[config.mk]
export PLATFORM = sky130hd
export DESIGN_NAME = food_placer
export DESIGN_NICKNAME = d
export VERILOG_FILES = /design/src/rtl/food_pkg.sv /design/src/rtl/food_placer.sv
export SDC_FILE = /design/constraint.sdc
export NUM_CORES = 1
export LEC_CHECK = 0
export CAP_MARGIN = 20
export CORE_AREA = 2 2 60 62
export CTS_BUF_LIST = sky130_fd_sc_hd__clkbuf_16
export DETAILED_ROUTE_END_ITERATION = 16
export DIE_AREA = 0 0 62 64
export DONT_BUFFER_PORTS = 1
export HOLD_SLACK_MARGIN = 0.03
export PLACE_DENSITY = 0.76
export REMOVE_ABC_BUFFERS = 1
export SYNTH_ARGS = -nofsm -noshare
export SYNTH_HDL_FRONTEND = slang
export SYNTH_SLANG_ARGS = --single-unit
[constraint.sdc]
create_clock -name clk -period 3.75 [get_ports clk]
set_input_delay 0.75 -clock clk [delete_from_list [all_inputs] [get_ports clk]]
set_output_delay 0.75 -clock clk [all_outputs]
set_load 0.01 [all_outputs]
[src/rtl/food_pkg.sv]
// Shared types and constants for the food placer: FSM states, coordinate type and sampling spacing.
// The SCAN state exists only when FOOD_FALLBACK_SCAN_EN is defined.
package food_pkg;

  typedef logic [4:0] coord_t;

  localparam int SPACING = 5;

`ifdef FOOD_FALLBACK_SCAN_EN
  typedef enum logic [2:0] {
    S_IDLE, S_GET_X, S_GET_Y, S_QUERY, S_PLACE, S_FAIL, S_SCAN
  } state_t;
`else
  typedef enum logic [2:0] {
    S_IDLE, S_GET_X, S_GET_Y, S_QUERY, S_PLACE, S_FAIL
  } state_t;
`endif

endpackage

[src/rtl/food_placer.sv]
// Picks a random free playfield cell for food using an external LFSR and an occupancy query handshake.
// Optional FOOD_FALLBACK_SCAN_EN: after random tries run out, raster-scan the whole grid for a free cell.
module food_placer
  import food_pkg::*;
#(
  parameter int GRID_W    = 24,
  parameter int GRID_H    = 16,
  parameter int MAX_TRIES = 32
) (
  input  logic       clk,
  input  logic       reset,
  input  logic       place_req,
  input  logic [4:0] rnd,
  output logic       occ_req,
  output logic [4:0] occ_x,
  output logic [4:0] occ_y,
  input  logic       occ_ack,
  input  logic       occ_hit,
  output logic [4:0] food_x,
  output logic [4:0] food_y,
  output logic       food_valid,
  output logic       busy,
  output logic       done,
  output logic       fail
);

  localparam logic [7:0] MAX_T = 8'(MAX_TRIES);
`ifdef FOOD_FALLBACK_SCAN_EN
  localparam state_t EXH_STATE = S_SCAN;
`else
  localparam state_t EXH_STATE = S_FAIL;
`endif

  state_t     r_state, w_next;
  coord_t     r_candX, r_candY, r_foodX, r_foodY;
  logic [2:0] r_space;
  logic [7:0] r_tries;
  logic       r_foodValid, r_done, r_fail;

  logic       w_yFire, w_outOfRange, w_retry, w_exhausted;
  logic [7:0] w_triesNext;

  // Range check uses rnd directly so the decision is made in the cand_y capture cycle.
  assign w_yFire      = (r_state == S_GET_Y) && (r_space == 3'd0);
  assign w_outOfRange = ({1'b0, r_candX} >= 6'(GRID_W)) || ({1'b0, rnd} >= 6'(GRID_H));
  assign w_retry      = (w_yFire && w_outOfRange) ||
                        ((r_state == S_QUERY) && occ_ack && occ_hit);
  assign w_triesNext  = r_tries + 8'd1;
  assign w_exhausted  = (w_triesNext == MAX_T);

`ifdef FOOD_FALLBACK_SCAN_EN
  coord_t r_scanX, r_scanY;
  logic   w_scanLast;
  assign w_scanLast = (r_scanX == 5'(GRID_W - 1)) && (r_scanY == 5'(GRID_H - 1));
`endif

  always_comb begin
    w_next = r_state;
    case (r_state)
      S_IDLE:  if (place_req) w_next = S_GET_X;
      S_GET_X: w_next = S_GET_Y;
      S_GET_Y: if (r_space == 3'd0)
                 w_next = w_outOfRange ? (w_exhausted ? EXH_STATE : S_GET_X) : S_QUERY;
      S_QUERY: if (occ_ack)
                 w_next = occ_hit ? (w_exhausted ? EXH_STATE : S_GET_X) : S_PLACE;
      S_PLACE: w_next = S_IDLE;
      S_FAIL:  w_next = S_IDLE;
`ifdef FOOD_FALLBACK_SCAN_EN
      S_SCAN:  if (occ_ack) begin
                 if (!occ_hit)       w_next = S_PLACE;
                 else if (w_scanLast) w_next = S_FAIL;
               end
`endif
      default: w_next = S_IDLE;
    endcase
  end

  always_ff @(posedge clk or posedge reset) begin
    if (reset) begin
      r_state     <= S_IDLE;
      r_candX     <= '0;
      r_candY     <= '0;
      r_foodX     <= '0;
      r_foodY     <= '0;
      r_space     <= '0;
      r_tries     <= '0;
      r_foodValid <= 1'b0;
      r_done      <= 1'b0;
      r_fail      <= 1'b0;
`ifdef FOOD_FALLBACK_SCAN_EN
      r_scanX     <= '0;
      r_scanY     <= '0;
`endif
    end else begin
      r_state <= w_next;
      r_done  <= (r_state == S_PLACE);
      r_fail  <= (r_state == S_FAIL);
      case (r_state)
        S_IDLE: if (place_req) begin
          r_foodValid <= 1'b0;
          r_tries     <= '0;
`ifdef FOOD_FALLBACK_SCAN_EN
          r_scanX     <= '0;
          r_scanY     <= '0;
`endif
        end
        S_GET_X: begin
          r_candX <= rnd;
          r_space <= 3'(SPACING - 1);
        end
        S_GET_Y: begin
          if (r_space != 3'd0) r_space <= r_space - 3'd1;
          else                 r_candY <= rnd;
        end
        S_PLACE: begin
          r_foodX     <= r_candX;
          r_foodY     <= r_candY;
          r_foodValid <= 1'b1;
        end
`ifdef FOOD_FALLBACK_SCAN_EN
        // A free scan cell is copied into the candidate so PLACE loads it like a random hit.
        S_SCAN: if (occ_ack) begin
          if (!occ_hit) begin
            r_candX <= r_scanX;
            r_candY <= r_scanY;
          end else if (r_scanX == 5'(GRID_W - 1)) begin
            r_scanX <= '0;
            r_scanY <= r_scanY + 5'd1;
          end else begin
            r_scanX <= r_scanX + 5'd1;
          end
        end
`endif
        default: ;
      endcase
      if (w_retry) r_tries <= w_triesNext;
    end
  end

`ifdef FOOD_FALLBACK_SCAN_EN
  assign occ_req = (r_state == S_QUERY) || (r_state == S_SCAN);
  assign occ_x   = (r_state == S_SCAN) ? r_scanX : r_candX;
  assign occ_y   = (r_state == S_SCAN) ? r_scanY : r_candY;
`else
  assign occ_req = (r_state == S_QUERY);
  assign occ_x   = r_candX;
  assign occ_y   = r_candY;
`endif

  assign food_x     = r_foodX;
  assign food_y     = r_foodY;
  assign food_valid = r_foodValid;
  assign busy       = (r_state != S_IDLE);
  assign done       = r_done;
  assign fail       = r_fail;

endmodule
Yosys cells after proc, flatten, opt, wreduce, memory -nomap -nowiden
Cells that the tools add are included. W data, S select, Z words.

$add $sub $neg: 2. Magnitude comparators: 2. Equal/unequal tests: 10. Muxes and demuxes: 14. Bitwise logic cells: 1. Reductions and logical operators: 19.

Operators by type and width (number): $mux W8 (3); $mux W3 (7); $pmux W3 S4 (1); $ge A5 B5 Y1 const B (2); $add A8 B1 Y8 const B (1); $eq A8 B6 Y1 const B (1); $reduce_and A2 Y1 (4); $reduce_bool A2 Y1 (4); $eq A3 B2 Y1 const B (2); $eq A3 B3 Y1 const B (2); $logic_not A3 Y1 (2); $ne A2 B1 Y1 const B (3); $pmux W3 S2 (1); $reduce_bool A3 Y1 (2); $logic_and A1 B1 Y1 (4); $eq A3 B1 Y1 const B (1); $reduce_and A3 Y1 (1); $sub A3 B1 Y3 const B (1); $logic_or A1 B1 Y1 (2); $ne A2 B2 Y1 const B (1); $pmux W1 S2 (1); $mux W1 (1); $not A1 Y1 (1).

Bits in registers: 37. Output and inout port bits: 25. Logic and storage cells: 58.

Depth between registers and ports, before layout
Depth after elaboration: 6. Gate-level depth with buffers: 8. Depth with buffers taken out: 7.

Worst setup path before layout
No wires, ideal clock.

Kind: input -> register. Start: input rnd[4]. End: register r_tries[7]. Setup time: 79 ps. Data arrival time: 1640 ps. Slack: 2031 ps. Stages on the path: 6. Buffers on the path: 1. Path through: a21oi_1 -> o31ai_4 -> and2_1 -> buf_6 -> nand4_1 -> mux2i_1.

Longest elaborated chain between the ends: 6. Elaborated cells between the ends (all ways): 8. Those cells by class: 1 x order compare; 1 x mux; 6 x reduce/logical.

RTL lines: start: declaration (RTL line food_placer.sv:13) `input logic [4:0] rnd,`; $ge A5 B5 Y1 (*) (RTL line food_placer.sv:45) `assign w_outOfRange = ({1'b0, r_candX} >= 6'(GRID_W)) || ({1'b0, rnd} >= 6'(GRID_H));`; $logic_or A1 B1 Y1 (*) (RTL line food_placer.sv:45); $logic_and A1 B1 Y1 (*) (RTL line food_placer.sv:46) `assign w_retry = (w_yFire && w_outOfRange) ||`; $logic_or A1 B1 Y1 (*) (RTL line food_placer.sv:46); $reduce_bool A2 Y1 (no source line); $reduce_and A2 Y1 (no source line); end signal: assignment (RTL line food_placer.sv:136) `if (w_retry) r_tries <= w_triesNext;`; end: declaration (RTL line food_placer.sv:37) `logic [7:0] r_tries;`.

Every way passes the cells marked *; elsewhere a longest branch is shown, timed or not. A chain may end at the register's enable or synchronous reset.

Worst setup path in the final report
Start: register r_state[1]. End: output occ_req.

Longest elaborated chain between the ends: 1.

RTL lines: start: declaration (RTL line food_placer.sv:34) `state_t r_state, w_next;`; start signal: assignment (RTL line food_placer.sv:95) `r_state <= w_next;`; $eq A3 B2 Y1 (RTL line food_placer.sv:145) `assign occ_req = (r_state == S_QUERY);`; end: declaration (RTL line food_placer.sv:14) `output logic occ_req,`.

Every way passes these cells.

==> key figures <==
Run status
  • Status: complete, no violations

Power and ir drop
  • Psw: 0.575 mW
  • Leakage Power: 0.901 nW
  • Total power: 1.58 mW
  • Part of the power in combinational logic: 0.263
  • Clock share of power: 0.257
  • Internal: 1.00 mW
  • Max IR drop VDD: 0.000483 V
  • Sw Share: 0.365
  • Pwr dens: 799 mW/mm²
  • Seq pwr share: 0.479

Clocking
  • Num CTS Buffers: 5
  • Hold-fix buffers at CTS: 0
  • TritonCTS clock tree: built
  • Post-CTS sizing: 0
  • H-tree Lvls: 2
  • Clk sink count: 37
  • Setup Fix Bufs, Post-CTS: 0
  • Maximum clock path buffer count: 2
  • Clk Latency, worst-skew pair: 280 ps
  • CTS root buf: clkbuf_16
  • Clk pin slew, worst setup/hold paths: 60 ps

Floorplan
  • Core area: 0.00328 mm²
  • Chip width: 62 µm
  • Die height: 64 µm
  • Io pins: 35
  • Total die area: 0.00397 mm²
  • Initial core utilization: 0.549
  • Num rows: 21

Yosys
  • Top cell type's share of synthesized area: 0.514
  • Number of synthesized flops with an enable pin: 0
  • Syn Inst Count: 160
  • Synth warnings: 0
  • Avg Cell Area, Syn: 11.3 µm²
  • Synth Flop Type: dfrtp_1
  • Synth top area cells: dfrtp_1 (51%), mux2_1 (8.1%), mux2_2 (5.0%), nand3_1 (3.6%), nand2_1 (3.3%)
  • Synth Cell Area: 0.00180 mm²
  • Ys async rst share: 1.00
  • Register area share after synthesis: 0.514
  • Flops & latches, synth: 37
  • Post-synth top area cell: dfrtp_1
  • Yosys cell types: 40

Timing
  • Max-slew violation count: 0
  • Final hold violation count: 0
  • Final worst-path cycle share: 0.606
  • Slew HR: 0.643
  • Minimum clock period: 2270 ps
  • Hold Slack: 467 ps
  • Clock Skew: 2.69 ps
  • Final Setup Violations: 0
  • Worst-Margin Slew: 535 ps
  • Setup TNS: 0 ps
  • Setup ws final: 1480 ps
  • Fmax: 0.440 GHz
  • Unrepaired setup endpoints after global routing: no

Worst setup path
  • Critical path startpoint category: flip-flop
  • Slowest-stage cell, CP: dfrtp_1
  • Worst EP required: 3000 ps
  • Critical path fanouts, max: 10
  • CP cell instances: nor2b_1 > and2_1
  • CP Capture Type: output port
  • CP Class: reg2out
  • Crit path DAT: 1520 ps
  • CP max stage delay: 510 ps

GRT
  • Vias in the first global route: 1224
  • GRT Total Usage: 0.198
  • Largest net degree at the start of global routing: 38
  • Gr ovfl total: 0
  • Initial antenna violation count: 0
  • Global-route wire length before repair: 5790 µm

Route
  • DR DRC count: 0
  • DR pass1 iterations: 4
  • Vias per cell: 5.65
  • Drt total wl: 3300 µm
  • Via count: 1181
  • Metal-1 WL: 1350 µm
  • Top layer in use: met4
  • ANT nets after route: 0
  • Routed length on met3: 198 µm
  • Wire length per cell: 15.8 µm
  • DR iter-0 viols: 50
  • Wire length on met2: 1670 µm

Flow run
  • Max-cap violations: 0

Layout
  • Share of layout cells above drive strength 1: 0.160
  • Final Net Count: 176
  • Commonest non-fill, non-tap cell in the layout: dfrtp_1
  • Final std cells w/o fill: 209
  • Post-layout util: 0.600
  • Commonest non-fill, non-tap cells in the layout: dfrtp_1 (37), nand2_1 (16), mux2_1 (13), nand3_1 (13), mux2_2 (8)
  • Post-route cell area: 0.00197 mm²
  • Diodes inserted: 0
  • Synth-to-Final Area Change: 9.44%

Placed design
  • DP Area: 0.00183 mm²
  • Setup WS pre-CTS: 1800 ps
  • Final Wtd Congestion: 0.814
  • Number of cells after detailed placement: 201
  • Port buffer count: 0
  • Hpwl dp: 2440 µm

Worst hold path
  • Worst hold path class: in2async
## sequential cells by signal (all words and copies together), names as in the netlist
signal / flops
r_tries: 8
food_x: 5
food_y: 5
occ_x: 5
occ_y: 5
r_space: 3
r_state: 3
done: 1
fail: 1
food_valid: 1
## worst max-delay path: cells and delay by family, from the launching register on
family           cells  cell delay [ps]
flip-flops           1              510
AND/OR/NAND/NOR      2              730
## per-layer routing
| layer | global-route usage | vias to the layer above |
|---|---|---|
| met4 | 0.0878 | 0 |
| met1 | 0.251 | 577 |
| met5 | 0 | - |
| li1 | - | 567 |
| met2 | 0.310 | 29 |
| met3 | 0.0547 | 8 |
## Yosys cell counts (2+ instances only)
cell     instances
buf_4            2
mux2_2           8
ha_1             4
dfrtp_1         37
a21oi_1          3
or3_1            3
nand2_1         16
nor2b_1          4
a21o_1           2
nor3_1           3
nand2_2          3
inv_1            5
nand3_1         13
buf_2            3
o21ai_0          7
nor2_1           3
and2_1           4
o21ai_1          4
mux2_1          13
a31oi_1          2
mux2i_1          2
## final timing paths
kind	startpoint	to	slack, ps	cells past startpoint
min in group clk	r_space[1]	r_space[1]	480	2
worst max-delay path	r_state[1]	occ_req	1480	2
worst min-delay path	reset	occ_y[0]	470	2
worst max register to register	r_space[0]	r_tries[7]	1890	7
worst min register to register	r_space[1]	r_space[1]	480	2
max in group asynchronous	reset	r_space[2]	2960	2
## cells by family after synthesis
family | synth area share
compound gates | 0.0951
simple gates | 0.183
flops | 0.514
xor+xnor | 0.00486
mux | 0.142
buf+inv | 0.0333
fa+ha+maj | 0.0278
## cell type report
cell class | instances | area [µm²]
Inverter | 5 | 18.8
Timing Repair Buffer | 1 | 7.51
Sequential cell | 37 | 926
Clock inverter | 3 | 21.3
Multi-Input combinational cell | 112 | 816
Clock buffer | 5 | 125
Tap cell | 46 | 57.6
Fill cell | 297 | 1310
## power by group through the flow
| stage | clock network, mW | logic (mW) | registers (mW) |
|---|---|---|---|
| after floorplan | 0 | 0.349 | 0.719 |
| after global placement | 0 | 0.399 | 0.752 |
| after detailed placement | 0 | 0.420 | 0.765 |
| after CTS | 0.417 | 0.424 | 0.759 |
| after global routing | 0.433 | 0.475 | 0.783 |
| final | 0.405 | 0.415 | 0.755 |
(Power assumes the default switching activity.)
